### src/rtl/ps2_key_receiver.sv
// PS/2 keyboard receiver: synchronises the raw bus, deframes 11-bit frames and
// decodes E0/F0 prefixes into make events plus a held start-key level.
module ps2_key_receiver #(
  parameter logic [7:0]  START_CODE     = 8'h5A,
  parameter int unsigned TIMEOUT_CYCLES = 50000
) (
  input  logic       clock,
  input  logic       reset,
  input  logic       PS2_CLK,
  input  logic       PS2_DAT,
  output logic [7:0] last_key_received,
  output logic       key_extended,
  output logic       key_valid,
  output logic       start_key,
  output logic       frame_error
);

  localparam int unsigned TW = $clog2(TIMEOUT_CYCLES + 1);

  typedef enum logic [1:0] {IDLE, DATA, PARITY, STOP} state_t;

  state_t          state, next_state;
  logic            clk_s1, clk_s2, clk_prev;
  logic            dat_s1, dat_s2;
  logic            fall;
  logic [2:0]      count;
  logic [7:0]      shift;
  logic            parity;
  logic [TW-1:0]   tcount;
  logic            timed_out, byte_ready, frame_bad;
  logic            ext, brk;

  always_ff @(posedge clock or posedge reset) begin
    if (reset) begin
      clk_s1   <= 1'b1;
      clk_s2   <= 1'b1;
      clk_prev <= 1'b1;
      dat_s1   <= 1'b1;
      dat_s2   <= 1'b1;
    end else begin
      clk_s1   <= PS2_CLK;
      clk_s2   <= clk_s1;
      clk_prev <= clk_s2;
      dat_s1   <= PS2_DAT;
      dat_s2   <= dat_s1;
    end
  end

  assign fall = clk_prev & ~clk_s2;

  always_ff @(posedge clock or posedge reset) begin
    if (reset) state <= IDLE;
    else       state <= next_state;
  end

  // An edge always wins over the timeout, since the edge restarts the timer.
  always_comb begin
    next_state = state;
    byte_ready = 1'b0;
    frame_bad  = 1'b0;
    timed_out  = (state != IDLE) && !fall && (tcount == TW'(TIMEOUT_CYCLES));
    if (fall) begin
      case (state)
        IDLE:    if (!dat_s2) next_state = DATA;
        DATA:    if (count == 3'd7) next_state = PARITY;
        PARITY:  next_state = STOP;
        STOP: begin
          next_state = IDLE;
          if ((^shift ^ parity) && dat_s2) byte_ready = 1'b1;
          else                             frame_bad  = 1'b1;
        end
        default: next_state = IDLE;
      endcase
    end else if (timed_out) begin
      next_state = IDLE;
    end
  end

  always_ff @(posedge clock or posedge reset) begin
    if (reset) begin
      count  <= '0;
      shift  <= '0;
      parity <= 1'b0;
      tcount <= '0;
    end else begin
      if (fall || state == IDLE) tcount <= '0;
      else                       tcount <= tcount + 1'b1;
      if (fall) begin
        case (state)
          IDLE:    count <= '0;
          DATA: begin
            shift[count] <= dat_s2;
            count        <= count + 3'd1;
          end
          PARITY:  parity <= dat_s2;
          default: ;
        endcase
      end
    end
  end

  always_ff @(posedge clock or posedge reset) begin
    if (reset) begin
      last_key_received <= '0;
      key_extended      <= 1'b0;
      key_valid         <= 1'b0;
      start_key         <= 1'b0;
      frame_error       <= 1'b0;
      ext               <= 1'b0;
      brk               <= 1'b0;
    end else begin
      key_valid   <= 1'b0;
      frame_error <= 1'b0;
      if (frame_bad || timed_out) begin
        frame_error <= 1'b1;
        ext         <= 1'b0;
        brk         <= 1'b0;
      end else if (byte_ready) begin
        if (shift == 8'hE0) begin
          ext <= 1'b1;
        end else if (shift == 8'hF0) begin
          brk <= 1'b1;
        end else begin
          ext <= 1'b0;
          brk <= 1'b0;
          if (!brk) begin
            last_key_received <= shift;
            key_extended      <= ext;
            key_valid         <= 1'b1;
            if (shift == START_CODE && !ext) start_key <= 1'b1;
          end else if (shift == START_CODE && !ext) begin
            start_key <= 1'b0;
          end
        end
      end
    end
  end

endmodule

### config.mk
export PLATFORM = sky130hd
export DESIGN_NAME = ps2_key_receiver
export DESIGN_NICKNAME = d
export VERILOG_FILES = /design/src/rtl/ps2_key_receiver.sv
export SDC_FILE = /design/constraint.sdc
export NUM_CORES = 1
export LEC_CHECK = 0
export ABC_AREA = 0
export BUFFER_PORTS_ARGS = -buffer_cell sky130_fd_sc_hd__buf_4
export CORE_AREA = 3 3 68 70
export CTS_CLUSTER_SIZE = 14
export DETAILED_ROUTE_END_ITERATION = 8
export DIE_AREA = 0 0 71 73
export HOLD_SLACK_MARGIN = 0.06
export PLACE_DENSITY = 0.84
export SYNTH_ARGS = -nofsm -noshare
export SYNTH_HDL_FRONTEND = slang
export SYNTH_SLANG_ARGS = --single-unit
### constraint.sdc
create_clock -name clock -period 2.9 [get_ports clock]
set_input_delay 0.29 -clock clock [delete_from_list [all_inputs] [get_ports clock]]
set_output_delay 0.29 -clock clock [all_outputs]
set_load 0.01 [all_outputs]
Word level (Yosys, flattened, before mapping) --
Index checks and enable logic that the tools add are counted.
Storage, ports and cells: memory bits (read-only) 0, memories 0, register bits after elaboration 49, word-level logic and storage cells 96, memory bits (writable) 0, bits of input ports 4, output and inout bits 12, latch bits 0
Operators by class: reductions and logical operators 23, multiplexer cells 33, equal/unequal tests 12, multiply operators 0, bitwise operators 7, $add $sub $neg 2, order comparisons 2, shifts and indexed selects 0, div/mod/pow operators 0
Operators by type and width (count):
- two-way mux 1 bit | 24
- adder 16 x 1 -> 16 bit, second input constant | 1
- == test 16 bit, second input constant | 1
- == test 8 bit, second input constant | 2
- two-way mux 16 bit | 1
- AND reduction 2 bit | 5
- AND reduction 5 bit | 2
- != test 3 bit, second input constant | 3
- bitwise mux 8 bit | 1
- == test 8 x 7 -> 1 bit, second input constant | 1
- two-way mux 2 bit | 4
- case mux 2 bit (4 select lines) | 1
- nonzero test 2 bit | 4
- XOR reduction 8 bit | 1
- case mux 3 bit (2 select lines) | 1
- logical AND 1 bit | 5
- NOT 1 bit | 5
- == test 2 bit, second input constant | 2
- < comparator 3 x 4 -> 1 bit, second input constant | 1
- adder 3 x 1 -> 3 bit, second input constant | 1
- demux 1 bit (select 3 bit) | 1
- == test 3 bit, second input constant | 1
- greater-or-equal comparator 3 x 1 -> 1 bit, second input constant | 1
- AND reduction 3 bit | 1
- other kinds (7) | 9

Depth between registers and ports, before layout --
word-level depth 9, gate-level depth with buffers 8, mapped depth without buffers 7

Worst setup path before layout --
No wires, ideal clock.
kind reg2reg, start point register shift[2], end point register key_extended, buffers on the path 1, stages on the path, launching flop included 9, required time 2.775 ns, setup time 0.125 ns, arrival 2.199 ns, clock period less this slack 2.324 ns, slack 0.576 ns, path through dfrtp_1 -> inv_1 -> ha_1 -> xnor3_1 -> xnor2_1 -> nand4_1 -> or3_1 -> buf_6 -> mux2_4
On the way: longest elaborated chain between the ends 9, elaborated cells on any way between the ends 16, classes of those cells eq/ne (2); mux (6); bitwise (4); reduce/logical (4)
RTL lines:
- from (decl) | line 27 | logic [7:0] shift;
- from (signal, indexed assignment) | line 92 | shift[count] <= dat_s2;
- XOR reduction 8 bit | line 69 | if ((^shift ^ parity) && dat_s2) byte_ready = 1'b1;
- bitwise XOR 1 bit | line 69
- logical AND 1 bit | line 69
- two-way mux 1 bit | line 69
- two-way mux 1 bit | line 63 | case (state)
- two-way mux 1 bit | line 62 | if (fall) begin
- logical OR 1 bit | line 114 | if (frame_bad || timed_out) begin
- NOT 1 bit (no line)
- AND reduction 5 bit (no line) *
- to (signal assigned) | line 128 | key_extended <= ext;
- to (decl) | line 12 | output logic key_extended,
Every way passes the cells marked *; elsewhere a longest branch is shown, timed or not. A chain may end at the register's enable or synchronous reset.

Worst setup path after layout --
start point register shift[3], end point register key_extended
Same word-level chain as after synthesis.

==> impl_metrics.json <==
{
  "track_usage_pct": 17.21,
  "grt_pass1_vias": 1526,
  "grt_max_degree": 50,
  "slew_headroom_pct": 34.57,
  "synthesis.area_mm2": 0.002435,
  "drtAntennaViolNets": 0,
  "startpoint_type": "flop",
  "powerDensity_mw_per_mm2": 642.5,
  "clk_latency_ns": 0.29,
  "root_buffer": "clkbuf_8",
  "ys_seq_elements": 49,
  "postCtsHoldBufs": 0,
  "drive_gt1_share_pct": 19.83,
  "cts.sinks": 49,
  "worstSetupPathType": "flop to flop",
  "tns_ns": 0,
  "path_buf_inv": 1,
  "dp_hpwl_um": 2797,
  "drt_iter0_drc": 95,
  "htree_levels": 2,
  "post_drt_wl_per_cell_um": 13.61,
  "core_area_mm2": 0.004029,
  "hold_ws_ns": 0.09920,
  "gp_congestion": 0.8472,
  "wirelength_um": 3907,
  "hold_depth": 1,
  "crit_chain": "inv_1 > ha_1 > xnor3_1 > xnor2_1 > nand4_1 > or3_1 > mux2_4",
  "cp.depth": 7,
  "initial_core_util_pct": 60.43,
  "leakagePower_uw": 0.001293,
  "finalCritPeriodShare_pct": 92.37,
  "ys_warn_count": 0,
  "mostFrequentLayoutCells": "dfrtp_1, nor2_1, ha_1, buf_4, inv_1",
  "fin_util_pct": 66.46,
  "drtPass1Iterations": 4,
  "layout_commonest_cell": "dfrtp_1",
  "r2r_cells": 7,
  "numCtsBuffers": 5,
  "row_count": 23,
  "worst_slew_pin_slew_ns": 0.9800,
  "max_stage_delay_ns": 0.63,
  "drcViolationCount": 0,
  "clock_skew_ns": 0.004792,
  "synth_cell_types": 39,
  "period_needed_ns": 2.679,
  "peakVddDrop_mv": 0.3836,
  "port_buffers": 15,
  "die_w_um": 71,
  "cp.required_ns": 3.08,
  "status": "completed",
  "ctsResizeCount": 0,
  "setup_slack_ns": 0.2214,
  "crit_family": "simple AND/OR/NAND/NOR gates",
  "antenna_found_initial": 0,
  "finalHoldViolCount": 0,
  "grt_overflow": 0,
  "syn_nets": 241,
  "final_nets": 258,
  "fin_cells": 287,
  "path_max_fanout": 10,
  "async_flop_share_pct": 100.0,
  "max_freq_ghz": 0.3733,
  "cts_max_path_buffers": 2,
  "synth_ff_type": "dfrtp_1",
  "hold_class": "input pin to flop",
  "path_clk_slew_ns": 0.08,
  "ys_seq_area_share_pct": 50.62,
  "cts_setup_buffers": 0,
  "die_area_mm2": 0.005183,
  "synth_enable_flop_cells": 0,
  "syn2layout_area_growth_pct": 9.969,
  "crit_arrival_ns": 2.86,
  "tritoncts": "done",
  "critPathCaptureType": "flop",
  "synth.avg_cell_area_um2": 11.07,
  "grt_pass1_wl_um": 7031,
  "cp_slowest_cell": "or3_1",
  "drv_cap": 0,
  "io_pins": 16,
  "setup_viol": 0,
  "via_count": 1571,
  "finalMaxSlewViolations": 0,
  "place_ws_ns": 0.2666,
  "dp.cells": 280,
  "rsz0062_at_grt": "no",
  "viasPerCell": 5.474,
  "antenna_cells": 0,
  "syn_inst": 220,
  "die_h_um": 73
}
-- path summary, 6_finish.rpt --
check                                           from                  endpoint  slack (ns)
worst max register to register  shift[3]$_DFFE_PP0P_  key_extended$_DFFE_PP0P_        0.22
worst min-delay path                         PS2_DAT          dat_s1$_DFF_PP1_         0.1
min in group asynchronous                      reset       tcount[8]$_DFF_PP0_        0.23
worst max-delay path            shift[3]$_DFFE_PP0P_  key_extended$_DFFE_PP0P_        0.22
max in group asynchronous                      reset      count[2]$_DFFE_PP0P_        2.07
worst min register to register      clk_s1$_DFF_PP1_          clk_s2$_DFF_PP1_        0.36
-- cell type report --
class	count	area, µm²
fill	301	1351
sequential	49	1232
multi-input combinational	146	1101
timing repair buffer	17	127.6
clock buffer	7	86.33
inverter	18	67.56
tap	50	62.56
-- report_power, final --
part           switching (µW)  internal, µW
sequential               86.4           769
clock                     202           189
combinational             242           231
total                     530          1190
-- metrics by stage --
step | area [µm²] | power (µW)
2_1_floorplan | 2435 | 1229
3_3_place_gp | 2591 | 1320
3_5_place_dp | 2591 | 1340
4_1_cts | 2678 | 1738
5_1_grt | 2678 | 1840
6_report | 2678 | 1720
-- synth_stat cells, types with 4 or more instances --
cell	number	share of area, %
o21ai_1	5	1.0
nor2_1	19	2.9
nand2_1	14	2.2
dfstp_2	5	5.4
xnor2_1	6	2.2
or3_1	4	1.0
dfrtp_1	44	45
ha_1	17	8.7
nor2b_1	4	1.0
clkbuf_1	6	0.92
xor2_1	8	2.9
mux2_2	5	2.3
inv_1	17	2.6
nand3_1	12	2.5
o21ai_0	5	1.0
mux2_4	9	5.5
nand4_1	5	1.3
-- state kept, by name, indices dropped and copies added (netlist names) --
name               flops
tcount                16
last_key_received      8
shift                  8
count                  3
state                  2
brk                    1
clk_prev               1
clk_s1                 1
clk_s2                 1
dat_s1                 1
dat_s2                 1
ext                    1
frame_error            1
key_extended           1
key_valid              1
parity                 1
start_key              1
-- worst reg2reg max path, stage by stage, from the launching register on --
cell     delay (ns)
dfrtp_1        0.39
inv_1          0.08
ha_1           0.28
xnor3_1        0.40
xnor2_1        0.24
nand4_1        0.16
or3_1          0.63
mux2_4         0.39
-- cell families after synthesis --
group	after synthesis	share of synthesized area [%]
adders and majority gates	17	8.736
DFF	49	50.62
xor gates and xnor gates	15	5.961
and+or+nand+nor	80	17.32
AOI/OAI and AO/OA	18	4.471
buffers and inverters	25	4.162
muxes	16	8.736
-- routing by layer --
layer / up-vias / track usage [%] / routed length (µm)
li1: 776 / - / -
met4: 0 / 6.472 / 61
met5: - / 0 / 0
met1: 767 / 24.64 / 1963
met2: 21 / 25.85 / 1750
met3: 7 / 3.719 / 132
(Power assumes the default switching activity.)
